<file path="src/rtl/fetch_redirect_unit.sv">
// Instruction-fetch sequencer: steers the PC on EXE-stage redirects, drives the
// imem request handshake and fills IF/ID, parking a fetch accepted during a freeze.
module fetch_redirect_unit #(
  parameter logic [31:0] RESET_PC = 32'h0000_0000,
  parameter logic [31:0] PC_STEP  = 32'd4
) (
  input  logic        clk,
  input  logic        rst_n,
  input  logic        freeze,
  input  logic        Br_taken,
  input  logic [31:0] Br_addr,
  output logic        imem_req,
  output logic [31:0] imem_addr,
  input  logic        imem_ready,
  input  logic [31:0] imem_rdata,
  output logic [31:0] if_pc,
  output logic [31:0] if_instr,
  output logic        if_valid,
  output logic        flush
);

  typedef enum logic [1:0] {FETCH, HOLD, KILL} state_t;

  state_t      state, state_nxt;
  logic [31:0] pc, pc_nxt;
  logic [31:0] kill_addr, kill_addr_nxt;
  logic [31:0] buf_instr, buf_instr_nxt;
  logic [31:0] buf_pc, buf_pc_nxt;
  logic [31:0] if_pc_nxt, if_instr_nxt;
  logic        if_valid_nxt;
  logic        accept;
  logic [31:0] pc_inc;

  // 32-bit modulo increment; the top of the address space wraps to zero.
  function automatic logic [31:0] step_pc(input logic [31:0] a);
    return a + PC_STEP;
  endfunction

  assign pc_inc    = step_pc(pc);
  assign imem_req  = rst_n && (state != HOLD);
  // KILL keeps presenting the stale address until memory completes it.
  assign imem_addr = (state == KILL) ? kill_addr : pc;
  assign flush     = rst_n && Br_taken;
  assign accept    = imem_req && imem_ready;

  always_ff @(posedge clk or negedge rst_n) begin
    if (!rst_n) state <= FETCH;
    else        state <= state_nxt;
  end

  always_comb begin
    state_nxt     = state;
    pc_nxt        = pc;
    kill_addr_nxt = kill_addr;
    buf_instr_nxt = buf_instr;
    buf_pc_nxt    = buf_pc;
    if_pc_nxt     = if_pc;
    if_instr_nxt  = if_instr;
    if_valid_nxt  = if_valid;
    case (state)
      FETCH: begin
        if (Br_taken) begin
          pc_nxt       = Br_addr;
          if_valid_nxt = 1'b0;
          if (!accept) begin
            kill_addr_nxt = pc;
            state_nxt     = KILL;
          end
        end else if (accept && !freeze) begin
          if_instr_nxt = imem_rdata;
          if_pc_nxt    = pc_inc;
          if_valid_nxt = 1'b1;
          pc_nxt       = pc_inc;
        end else if (accept) begin
          buf_instr_nxt = imem_rdata;
          buf_pc_nxt    = pc_inc;
          pc_nxt        = pc_inc;
          state_nxt     = HOLD;
        end else if (!freeze) begin
          if_valid_nxt = 1'b0;
        end
      end
      HOLD: begin
        if (Br_taken) begin
          pc_nxt       = Br_addr;
          if_valid_nxt = 1'b0;
          state_nxt    = FETCH;
        end else if (!freeze) begin
          if_instr_nxt = buf_instr;
          if_pc_nxt    = buf_pc;
          if_valid_nxt = 1'b1;
          state_nxt    = FETCH;
        end
      end
      KILL: begin
        if (accept) state_nxt = FETCH;
        // A second redirect while the stale request drains: latest target wins.
        if (Br_taken) begin
          pc_nxt       = Br_addr;
          if_valid_nxt = 1'b0;
        end else if (!freeze) begin
          if_valid_nxt = 1'b0;
        end
      end
      default: state_nxt = FETCH;
    endcase
  end

  always_ff @(posedge clk or negedge rst_n) begin
    if (!rst_n) begin
      pc        <= RESET_PC;
      kill_addr <= '0;
      buf_instr <= '0;
      buf_pc    <= '0;
      if_pc     <= '0;
      if_instr  <= '0;
      if_valid  <= 1'b0;
    end else begin
      pc        <= pc_nxt;
      kill_addr <= kill_addr_nxt;
      buf_instr <= buf_instr_nxt;
      buf_pc    <= buf_pc_nxt;
      if_pc     <= if_pc_nxt;
      if_instr  <= if_instr_nxt;
      if_valid  <= if_valid_nxt;
    end
  end

endmodule

</file>
<file path="config.mk">
export PLATFORM = sky130hd
export DESIGN_NAME = fetch_redirect_unit
export DESIGN_NICKNAME = d
export VERILOG_FILES = /design/src/rtl/fetch_redirect_unit.sv
export SDC_FILE = /design/constraint.sdc
export NUM_CORES = 1
export LEC_CHECK = 0
export ABC_AREA = 0
export BUFFER_PORTS_ARGS = -buffer_cell sky130_fd_sc_hd__buf_2
export CORE_AREA = 2 2 129 131
export CTS_BUF_LIST = sky130_fd_sc_hd__clkbuf_16
export CTS_CLUSTER_SIZE = 8
export DETAILED_ROUTE_END_ITERATION = 8
export DIE_AREA = 0 0 131 133
export HOLD_SLACK_MARGIN = 0.06
export PLACE_DENSITY = 0.94
export SYNTH_ARGS = -nofsm -noshare
export SYNTH_HDL_FRONTEND = slang
export SYNTH_SLANG_ARGS = --single-unit
export TNS_END_PERCENT = 1
</file>
<file path="constraint.sdc">
create_clock -name clk -period 4.85 [get_ports clk]
set_input_delay 0.485 -clock clk [delete_from_list [all_inputs] [get_ports clk]]
set_output_delay 0.485 -clock clk [all_outputs]
set_load 0.01 [all_outputs]
</file>
* Yosys cells after proc, flatten, opt, wreduce, memory -nomap -nowiden
Cells that the tools add are included.
Word-level totals: register bits after elaboration 195, bits of input ports 69, logic and storage cells 75
Operators by class: $add $sub $neg 1, equality and inequality tests 15, multiplexer cells 32, bitwise gates (word level) 3, reduce and logical (&&, ||, !) cells 16
Operators with widths (number):
- 32-bit 2-to-1 mux | 13
- 32-bit case mux with 2 select lines | 3
- 32-bit by 3-bit adder with 32-bit output (second input constant) | 1
- 2-bit 2-to-1 mux | 7
- 3-bit != test (second input constant) | 4
- 2-bit != test (second input constant) | 5
- 5-bit AND reduction | 2
- 3-bit AND reduction | 3
- 4-bit != test (second input constant) | 2
- 1-bit 2-to-1 mux | 7
- 2-bit case mux with 3 select lines | 1
- 1-bit logical AND | 4
- 2-bit by 1-bit != test with 1-bit output (second input constant) | 2
- 4-bit AND reduction | 1
- 2-bit nonzero test | 2
- 1-bit inverter | 3
- 1-bit case mux with 3 select lines | 1
- 3-bit nonzero test | 1
- 2-bit by 1-bit == test with 1-bit output (second input constant) | 1
- 2-bit == test (second input constant) | 1
- 2-bit logical NOT | 1
- 2-bit OR reduction | 1
- 1-bit logical NOT | 1

* Logic depth before layout (Yosys ltp)
Gate-level depths: netlist (run 1).
word-level depth 7, gate-level depth with buffers 10, gate-level depth less buffers 7

* Least setup slack after synthesis (run 1)
No wires, ideal clock.
kind register -> register, start point reg state[1], end point reg if_pc[19], library setup time 0.087 ns, arrival 1.943 ns, data required time 4.763 ns, path slack 2.819 ns, stages on the path, launching flop included 10, path buffers 2, period minus slack after synthesis 2.031 ns, cell sequence dfrtp_1 > inv_1 > ha_1 > and3b_1 > nand2_1 > a211o_1 > clkbuf_1 > buf_2 > or2_2 > o211ai_1
On the way: longest elaborated chain between the ends 6, elaborated cells between the ends (all ways) 13
Ends and longest elaborated chain:
- from (decl) | line 24 | state_t state, state_nxt;
- from (signal assigned) | line 48 | else state <= state_nxt;
- 2-bit by 1-bit != test with 1-bit output | line 40 | assign imem_req = rst_n && (state != HOLD);
- 1-bit logical AND | line 40
- 1-bit logical AND | line 44 | assign accept = imem_req && imem_ready;
- 1-bit logical AND | line 69 | end else if (accept && !freeze) begin
- 2-bit != test (no line)
- 5-bit AND reduction (no line)
- to (signal assigned) | line 123 | if_pc <= if_pc_nxt;
- to (decl) | line 16 | output logic [31:0] if_pc,
Parallel ways exist; a longest one is shown, timed or not. A chain may end at the register's enable or synchronous reset.

* Worst setup path after layout (run 1)
start point in rst_n, end point reg buf_instr[1]
On the way: longest elaborated chain between the ends 5
Ends and longest elaborated chain:
- from (decl) | line 8 | input logic rst_n,
- 1-bit logical AND (*) | line 40
- 1-bit logical AND (*) | line 44
- 1-bit logical AND | line 69
- 1-bit inverter (no line)
- 4-bit AND reduction (no line) (*)
- to (signal assigned) | line 121 | buf_instr <= buf_instr_nxt;
- to (decl) | line 27 | logic [31:0] buf_instr, buf_instr_nxt;
Every way passes the cells marked *; elsewhere a longest branch is shown, timed or not.

==> run summary, run 1 <==
Fraction of the cycle the final worst path needs: 0.6827. Before CTS, the worst setup slack after placement is 1.663 ns. The top cell types in the final layout, fill and taps aside, are 195 x sky130_fd_sc_hd__dfrtp_1, 166 x sky130_fd_sc_hd__buf_2, 102 x sky130_fd_sc_hd__mux2_2.

For the total number of vias, the log shows 7740. Detailed-routing iteration count for the pre-antenna-repair pass: 6. The critical path class was in -> reg. The count of input and output buffers came out at 167. The fraction of power consumed by sequential logic was 0.394. The tools report the global-route usage over all layers as 0.2878. TritonCTS built the clock tree.

The tools report the count of max-cap constraint violations as 0. The logs give 4.603 mW for the design internal power and 0 ns for the sum of negative setup slack. Net count of the mapped netlist: 977.

The logs give 2 for the maximum number of buffers from clock root to sink and 302.0 MHz for the highest attainable clock frequency. Fraction of power spent switching nets: 0.4078. The tools report the clock root buffer master as sky130_fd_sc_hd__clkbuf_16.

The post-cts repair resize count was 0; the initial antenna violation count was 1. The layout overhead on the synthesized area came out at 15.20%. The die outline height was 133 µm; the worst-case headroom to the max-slew limit was 0.2288. At the end of routability-driven placement, the weighted congestion stood at 0.9180. The run gives 0 as the remaining number of nets flagged by the antenna check after routing. The startpoint of the worst setup timing path is rst_n.

The clock reaches the later pin of the worst-skew pair after 0.45 ns. The tools report the number of DRC markers after the initial detailed-route iteration as 931. The most used flip-flop cell after synthesis is sky130_fd_sc_hd__dfrtp_1. The tools report the post-layout instance count excluding filler cells as 1256. The run gives 168 as the number of ports placed on the die boundary. In this run the critical register-to-register path is captured at buf_instr[1].

The critical path data required time is 5.18 ns, and the number of distinct standard cells referenced by the synthesized netlist is 65. The Yosys step of the flow raised 0 warnings. The tools report the combinational fraction of design power as 0.428. Measured in cells, the most critical reg-to-reg path has a length of 6. The fraction of final layout cells sized beyond drive strength 1 is 0.3217, and the async set-or-reset flop fraction in the synthesized netlist is 1.000.

The average footprint of a synthesized cell was 10.63 µm². In this run the static leakage power is 4.986 nW. The logs give 3.169 mW for the net load switching power and 0 for the number of remaining DRC errors.

The via count of the first global-routing pass is 7516. Once detailed placement completed, the half-perimeter wirelength came to 16310 µm. STA classifies the critical path startpoint as an input pin.

The logs give 0.5084 for the sequential fraction of the synthesis area and 7.772 mW for the overall power consumption. The run finished with clean final reports. The die is 131 µm wide. The worst-path maximum fanout works out to 65. The count of placed standard cells including taps is 1223. STA puts the critical path data arrival time at 3.64 ns. The power density normalized to cell area is 702.9 mW/mm². In this run the number of H-tree levels came out at 4. Between clock sinks in the finished design, the worst skew comes to 0.009428 ns.

The min-delay analysis places its worst path in the category in -> reg. For the pin with the worst max-slew slack, the measured transition is 1.157 ns. Synthesis produced 903 cells. The share of power burned in the clock network was 0.178; the register clock-pin slew on the reported worst setup and hold paths was 0.08 ns.

The tools report the number of failing hold endpoints at the final stage as 0. The most common cell after layout, fill and taps aside was sky130_fd_sc_hd__dfrtp_1. The largest voltage drop on the vdd net was 422.7 µV. Startpoint of the lowest-slack register-to-register path: state[1]. The die covers 0.01742 mm². In this run the core area contains 47 standard-cell rows. After detailed routing, the number of vias per cell comes to 6.162. The number of enable flip-flop cells after synthesis works out to 0. The floorplan core area was 0.01617 mm². The smallest clock period supported by the final layout is computed as 3.311 ns. The final worst setup slack came out at 1.539 ns. Total number of nets in the final design: 1097.

Entering global routing, the biggest net connects 131 pins. The tree built by TritonCTS fans out to 195 sinks. The number of clock buffers added by TritonCTS is 17.

For the initial core utilization, the log shows 0.5935. Across all hold checks on the routed design, the worst slack comes to 0.2643 ns. Setup violations remaining at the end of the flow were counted as 0.

The final layout contains routed wiring with a total length of 24310 µm. The tools report the critical path capture point type as a flip-flop. The end point of the critical path was buf_instr[1].

After global routing the overflow that remains totals 0. Setup repair after global routing left no endpoint under its margin. Worst-case register-to-register setup slack: 1.66 ns.

The first global-routing pass estimated 38960 µm of wire. Dividing the detail-routed wire length by the instance count gives 19.36 µm. After synthesis the netlist holds a flip-flop and latch count of 195. The number of pins exceeding their max-slew limit in the final report is 0. The cell area after synthesis came out at 0.009598 mm².
==> worst max-delay path, cell delays in order <==
cell and delay [ns]:
sky130_fd_sc_hd__dlygate4sd3_1 0.54, sky130_fd_sc_hd__clkbuf_8 0.44, sky130_fd_sc_hd__and3b_1 0.32, sky130_fd_sc_hd__and3_2 0.84
sky130_fd_sc_hd__buf_4 0.54, sky130_fd_sc_hd__mux2_2 0.41
==> cells by family (layout without fill, tap and decap cells) <==
kind of cell,after synthesis,count (layout),synth area share
AO/OA/AOI/OAI,199,199,0.1332
XOR/XNOR,19,19,0.01734
adder cells (fa/ha/maj),5,5,0.006518
buffers and inverters,104,236,0.04589
flip-flops,195,195,0.5084
multiplexers,146,146,0.1656
other,0,1,0
AND/OR/NAND/NOR,235,235,0.1231
==> power by group through the flow <==
stage	sequential, mW	clock, mW	combinational (mW)
6_report	3.06	1.38	3.33
5_1_grt	3.16	1.46	3.63
4_1_cts	3.04	1.38	3.30
3_5_place_dp	3.06	0	3.26
3_3_place_gp	2.99	0	3.12
2_1_floorplan	2.95	0	2.23
==> synthesized netlist by cell type (all sizes together) (5+ instances only) <==
cell	number	area [µm²]
a211oi	5	37.54
a21oi	37	185.2
a22o	5	43.79
a31oi	10	62.56
a32oi	6	52.55
and3	5	31.28
and4	6	57.55
buf	32	168.9
clkbuf	45	170.2
dfrtp	195	4880
ha	5	62.56
inv	27	101.4
mux2	102	1149
mux2i	44	440.4
nand2	95	359.1
nand3	30	150.1
nand4	11	90.08
nor2	44	165.2
nor3	14	80.08
nor4	8	86.33
o21a	7	52.55
o21ai	78	390.4
o221ai	5	43.79
o22a	7	61.31
o22ai	8	50.05
o31ai	9	102.6
or4	6	45.04
xnor2	14	122.6
xor2	5	43.79
==> per-stage QoR <==
| step | instance area (µm²) | utilization |
|---|---|---|
| after floorplan | 9598 | - |
| after global placement | 10480 | 0.6478 |
| after detailed placement | 10480 | 0.6478 |
| after CTS | 11050 | 0.6836 |
| after global routing | 11060 | 0.6837 |
| final | 11060 | 0.6837 |
==> layout make-up <==
class	count	area, µm²
tap	220	275.3
fill	1131	5115
antenna	1	2.502
clock buffer	17	425.4
timing repair buffer	178	929.6
inverter	27	101.3
multi-input combinational	604	4300
clock inverter	14	142.6
sequential	195	4880
==> how the worst min path moves through the flow <==
stage / slack (ns) / endpoint / cells past startpoint / startpoint
detailed placement: 0.47 / if_instr[9] / 2 / if_instr[9]
CTS: 0.26 / pc[2] / 3 / Br_addr[2]
global route: 0.27 / pc[2] / 3 / Br_addr[2]
global placement: 0.46 / if_pc[4] / 2 / if_pc[4]
finish: 0.26 / pc[2] / 3 / Br_addr[2]
floorplan: 0.19 / buf_instr[0] / 0 / rst_n
==> sequential cells by signal, indices dropped and copies added (netlist names) <==
register   cells
buf_instr     32
buf_pc        32
if_instr      32
if_pc         32
kill_addr     32
pc            32
state          2
if_valid       1
==> layer usage <==
layer	vias up	share of wire	global-route usage	wire length, µm
met2	412	0.47	0.4277	11330
met5	-	0	0	0
met3	94	0.087	0.07804	2120
li1	3479	-	-	-
met1	3755	0.40	0.3919	9740
met4	0	0.046	0.1389	1115
==> timing repair <==
| action | CTS | global route |
|---|---|---|
| hold endpoints to repair | 52 | 0 |
| buffers inserted | 0 | 0 |
| hold buffers | 1 | 0 |
No activity file was read; power rests on OpenSTA's default activity.
==> run 2, diff against run 1 <==
--- a/config.mk
+++ b/config.mk
@@ -5,15 +5,15 @@
 export SDC_FILE = /design/constraint.sdc
 export NUM_CORES = 1
 export LEC_CHECK = 0
-export ABC_AREA = 0
+export ABC_AREA = 1
 export BUFFER_PORTS_ARGS = -buffer_cell sky130_fd_sc_hd__buf_2
-export CORE_AREA = 2 2 129 131
+export CORE_AREA = 2 2 141 143
 export CTS_BUF_LIST = sky130_fd_sc_hd__clkbuf_16
 export CTS_CLUSTER_SIZE = 8
 export DETAILED_ROUTE_END_ITERATION = 8
-export DIE_AREA = 0 0 131 133
+export DIE_AREA = 0 0 143 145
 export HOLD_SLACK_MARGIN = 0.06
-export PLACE_DENSITY = 0.94
+export PLACE_DENSITY = 0.85
 export SYNTH_ARGS = -nofsm -noshare
 export SYNTH_HDL_FRONTEND = slang
 export SYNTH_SLANG_ARGS = --single-unit
==> constraint.sdc (replaced) <==
create_clock -name clk -period 3 [get_ports clk]
set_input_delay 0.3 -clock clk [delete_from_list [all_inputs] [get_ports clk]]
set_output_delay 0.3 -clock clk [all_outputs]
set_load 0.01 [all_outputs]
==> run summary, run 2 <==
The count of buffers added on input and output ports is 167. The fraction of final layout cells sized beyond drive strength 1 came out at 0.1690. After detailed routing, the average wire length per cell comes to 14.94 µm. Setup violations remaining at the end of the flow were counted as 0. The tools report the maximum number of buffers from clock root to sink as 2. The die is 143 µm wide. The tools report the critical path capture point type as an output pin. In this run the mean area of a mapped cell was 7.585 µm². For the global-route usage over all layers, the log shows 0.2518.

For the worst-skew pair, the clock arrives at the later sink with an insertion delay of 0.45 ns. Clock skew on the completed layout was measured at 0.01116 ns. In this run the post-CTS setup repair buffer count came out at 0.

In the routed design, unresolved DRC markers number 0. Via count of the first global-routing pass: 8452. By area the synthesized netlist is led by sky130_fd_sc_hd__dfrtp_1 50%, sky130_fd_sc_hd__nand2_1 19%, sky130_fd_sc_hd__o21ai_0 7.7%. The worst-case headroom to the max-slew limit was 0.3284; the die area was 0.02074 mm².

The run finished with clean final reports. Using the TritonRoute via totals, the vias-per-cell ratio works out to 5.195. In this run the power density over the cells is 1054 mW/mm². In this run the core area contains 51 standard-cell rows. After the first detailed-routing iteration, the DRC count stood at 840.

The detailed-routing iteration count for the pre-antenna-repair pass is 5, and the remaining number of nets flagged by the antenna check after routing is 0. Final global-route overflow total: 0. Setup total negative slack on the finished layout was measured at 0 ns. In this run the vertical extent of the chip is 145 µm. The number of antenna diodes in the final layout is 0. Leaving out fill and tap cells, the most frequent cell in the layout is sky130_fd_sc_hd__nand2_1. The largest single stage delay on the critical path is 0.56 ns. The number of warning messages in the yosys log came out at 0. Data arrives at the worst endpoint at 2.14 ns.

Library cell contributing the largest single delay on the critical path: sky130_fd_sc_hd__ha_2. Counting instances in the post-synthesis netlist gives the leading cell types as 499 x sky130_fd_sc_hd__nand2_1, 195 x sky130_fd_sc_hd__dfrtp_1, 149 x sky130_fd_sc_hd__o21ai_0. For the cell area after synthesis, the log shows 0.009686 mm². Summed over all cells, the static leakage comes to 6.012 nW.

IR analysis of the VDD net gives a maximum drop of 525.0 µV. The sum of net half-perimeters after detailed placement is 17490 µm. The library cell occupying the most area in the post-synthesis netlist is sky130_fd_sc_hd__dfrtp_1.

The clock root buffer master is sky130_fd_sc_hd__clkbuf_16. For the worst setup path, the data required time is 2.70 ns. The critical path in this run is classified as reg -> out.

The number of pins exceeding their max-slew limit in the final report came out at 0. The number of buffers inserted during clock tree synthesis was 17. The most used flip-flop cell after synthesis is sky130_fd_sc_hd__dfrtp_1. The worst-path maximum fanout came out at 35. Across the whole layout, storage elements account for 0.004880 mm².

The initial antenna violation count is 0, and the count of max-cap constraint violations is 0. The clock sink count was 195. For the area used by multi-input combinational logic, the log shows 0.004068 mm².

The number of enable flip-flop cells after synthesis came out at 0. The signal on the critical path passes through inv_1 -> ha_2 -> buf_4 -> nand2_1 -> o21ai_0 -> buf_2. The met2 track utilization from global routing was 0.4096; the filler cell count in the final layout was 1743. In the post-synthesis netlist, the cell with the most instances is sky130_fd_sc_hd__nand2_1. At the pin with the least slew margin, the transition time is 1.006 ns.

Entering global routing, the biggest net connects 85 pins. The fraction of the cycle the final worst path needs is 0.8140, and the global routing met1 resource utilization is 0.3341. The post-layout minimum cycle time works out to 2.442 ns.

Leaving out fill and tap cells, the most frequent cells in the layout are 499 x sky130_fd_sc_hd__nand2_1, 195 x sky130_fd_sc_hd__dfrtp_1, 166 x sky130_fd_sc_hd__buf_2. For this run, the post-layout net count is 1487. Setup repair after global routing left no endpoint under its margin. The layout overhead on the synthesized area was 16.44%. The tools report the met3 layer usage reported by global route as 0.04125. The number of distinct standard cells referenced by the synthesized netlist is 28, and the portion of synthesized cell area occupied by the leading cell type is 0.5038.

The type of origin of the critical path is a flip-flop. The floorplan core area is 0.01921 mm². The logs give 409.5 MHz for the highest attainable clock frequency and 168 for the number of ports placed on the die boundary. Most utilized layer in the global route result: met2.

The type of the tightest min-delay check is in -> reg. The run gives 0.5038 as the sequential fraction of the synthesis area. For the maximum level of the CTS H-tree, the log shows 4. The first global-routing pass estimated 41710 µm of wire. The tools report the gate count after technology mapping as 1277. The number of failing hold endpoints at the final stage is 0. Counting every net in the synthesized netlist gives 1351. The routed wire length was 25260 µm; the register clock-pin slew on the reported worst setup and hold paths was 0.08 ns. The worst hold margin came out at 0.07503 ns.

The global placement routability congestion was 0.9443; the initial core utilization was 0.5043. The tools report the total number of vias as 8784. The number of register bits inferred by synthesis is 195. TritonCTS built the clock tree.

The async set-or-reset flop fraction in the synthesized netlist was 1.000.
## run 2: final timing paths
path | from | to | slack [ns] | cells past startpoint
setup / recovery | state[0] | imem_addr[25] | 0.56 | 6
hold / removal | Br_addr[0] | pc[0] | 0.08 | 3
setup reg to reg | state[1] | kill_addr[9] | 0.62 | 6
hold reg to reg | if_pc[7] | if_pc[7] | 0.48 | 2
max in group asynchronous | rst_n | pc[16] | 1.08 | 4
min in group asynchronous | rst_n | kill_addr[29] | 0.31 | 2
## run 2: through the flow
| stage | instance area, µm² | setup WS, ns | power (mW) | instances | util |
|---|---|---|---|---|---|
| after floorplan | 9686 | 1.328 | 7.756 | 1277 | - |
| after global placement | 10640 | 0.7900 | 9.321 | 1658 | 0.5538 |
| after detailed placement | 10640 | 0.6511 | 9.505 | 1658 | 0.5538 |
| after CTS | 11280 | 0.5567 | 11.92 | 1691 | 0.5872 |
| after global routing | 11280 | 0.3318 | 12.85 | 1691 | 0.5872 |
| final | 11280 | 0.5581 | 11.89 | 1691 | 0.5872 |
## run 2: report_power, final
group	internal, mW	leakage (nW)	switching, mW
sequential	3.89	2.40	0.847
combinational	1.67	3.31	3.10
clock	1.17	0.305	1.22
total	6.72	6.01	5.17
## run 2: cell type report
cell class | instances | area share
Tap cell | 265 | 0.02940
Clock inverter | 15 | 0.01830
Timing Repair Buffer | 182 | 0.08620
Multi-Input combinational cell | 912 | 0.3607
Clock buffer | 17 | 0.03772
Inverter | 105 | 0.03506
Sequential cell | 195 | 0.4327
## run 2: timing repair
item | in CTS | in global routing
hold buffers | 1 | 0
endpoints found under the hold margin | 25 | 0
setup endpoints to repair | 0 | 0
gates resized for setup | 0 | 0
## run 2: metal layers
| layer | routed length (µm) | up-vias | share of wire |
|---|---|---|---|
| met5 | 0 | - | 0 |
| met4 | 831 | 0 | 0.033 |
| met3 | 1260 | 57 | 0.050 |
| met2 | 12400 | 299 | 0.49 |
| met1 | 10770 | 4109 | 0.43 |
| li1 | - | 4319 | - |
## run 2: cell families after synthesis
group | after synthesis | share of synthesized area
AND/OR/NAND/NOR | 680 | 0.2785
AO/OA/AOI/OAI | 219 | 0.1270
flip-flops | 195 | 0.5038
buffers and inverters | 170 | 0.07699
XOR/XNOR | 8 | 0.007234
adder cells (fa/ha/maj) | 5 | 0.006459
## run 2: worst max-delay path: cells and delay by family, from the launching register on
family | cells | cell delay (ns)
and+or+nand+nor | 1 | 0.06
DFF | 1 | 0.41
AOI/OAI and AO/OA | 1 | 0.09
adders and majority gates | 1 | 0.56
buffers and inverters | 3 | 0.56
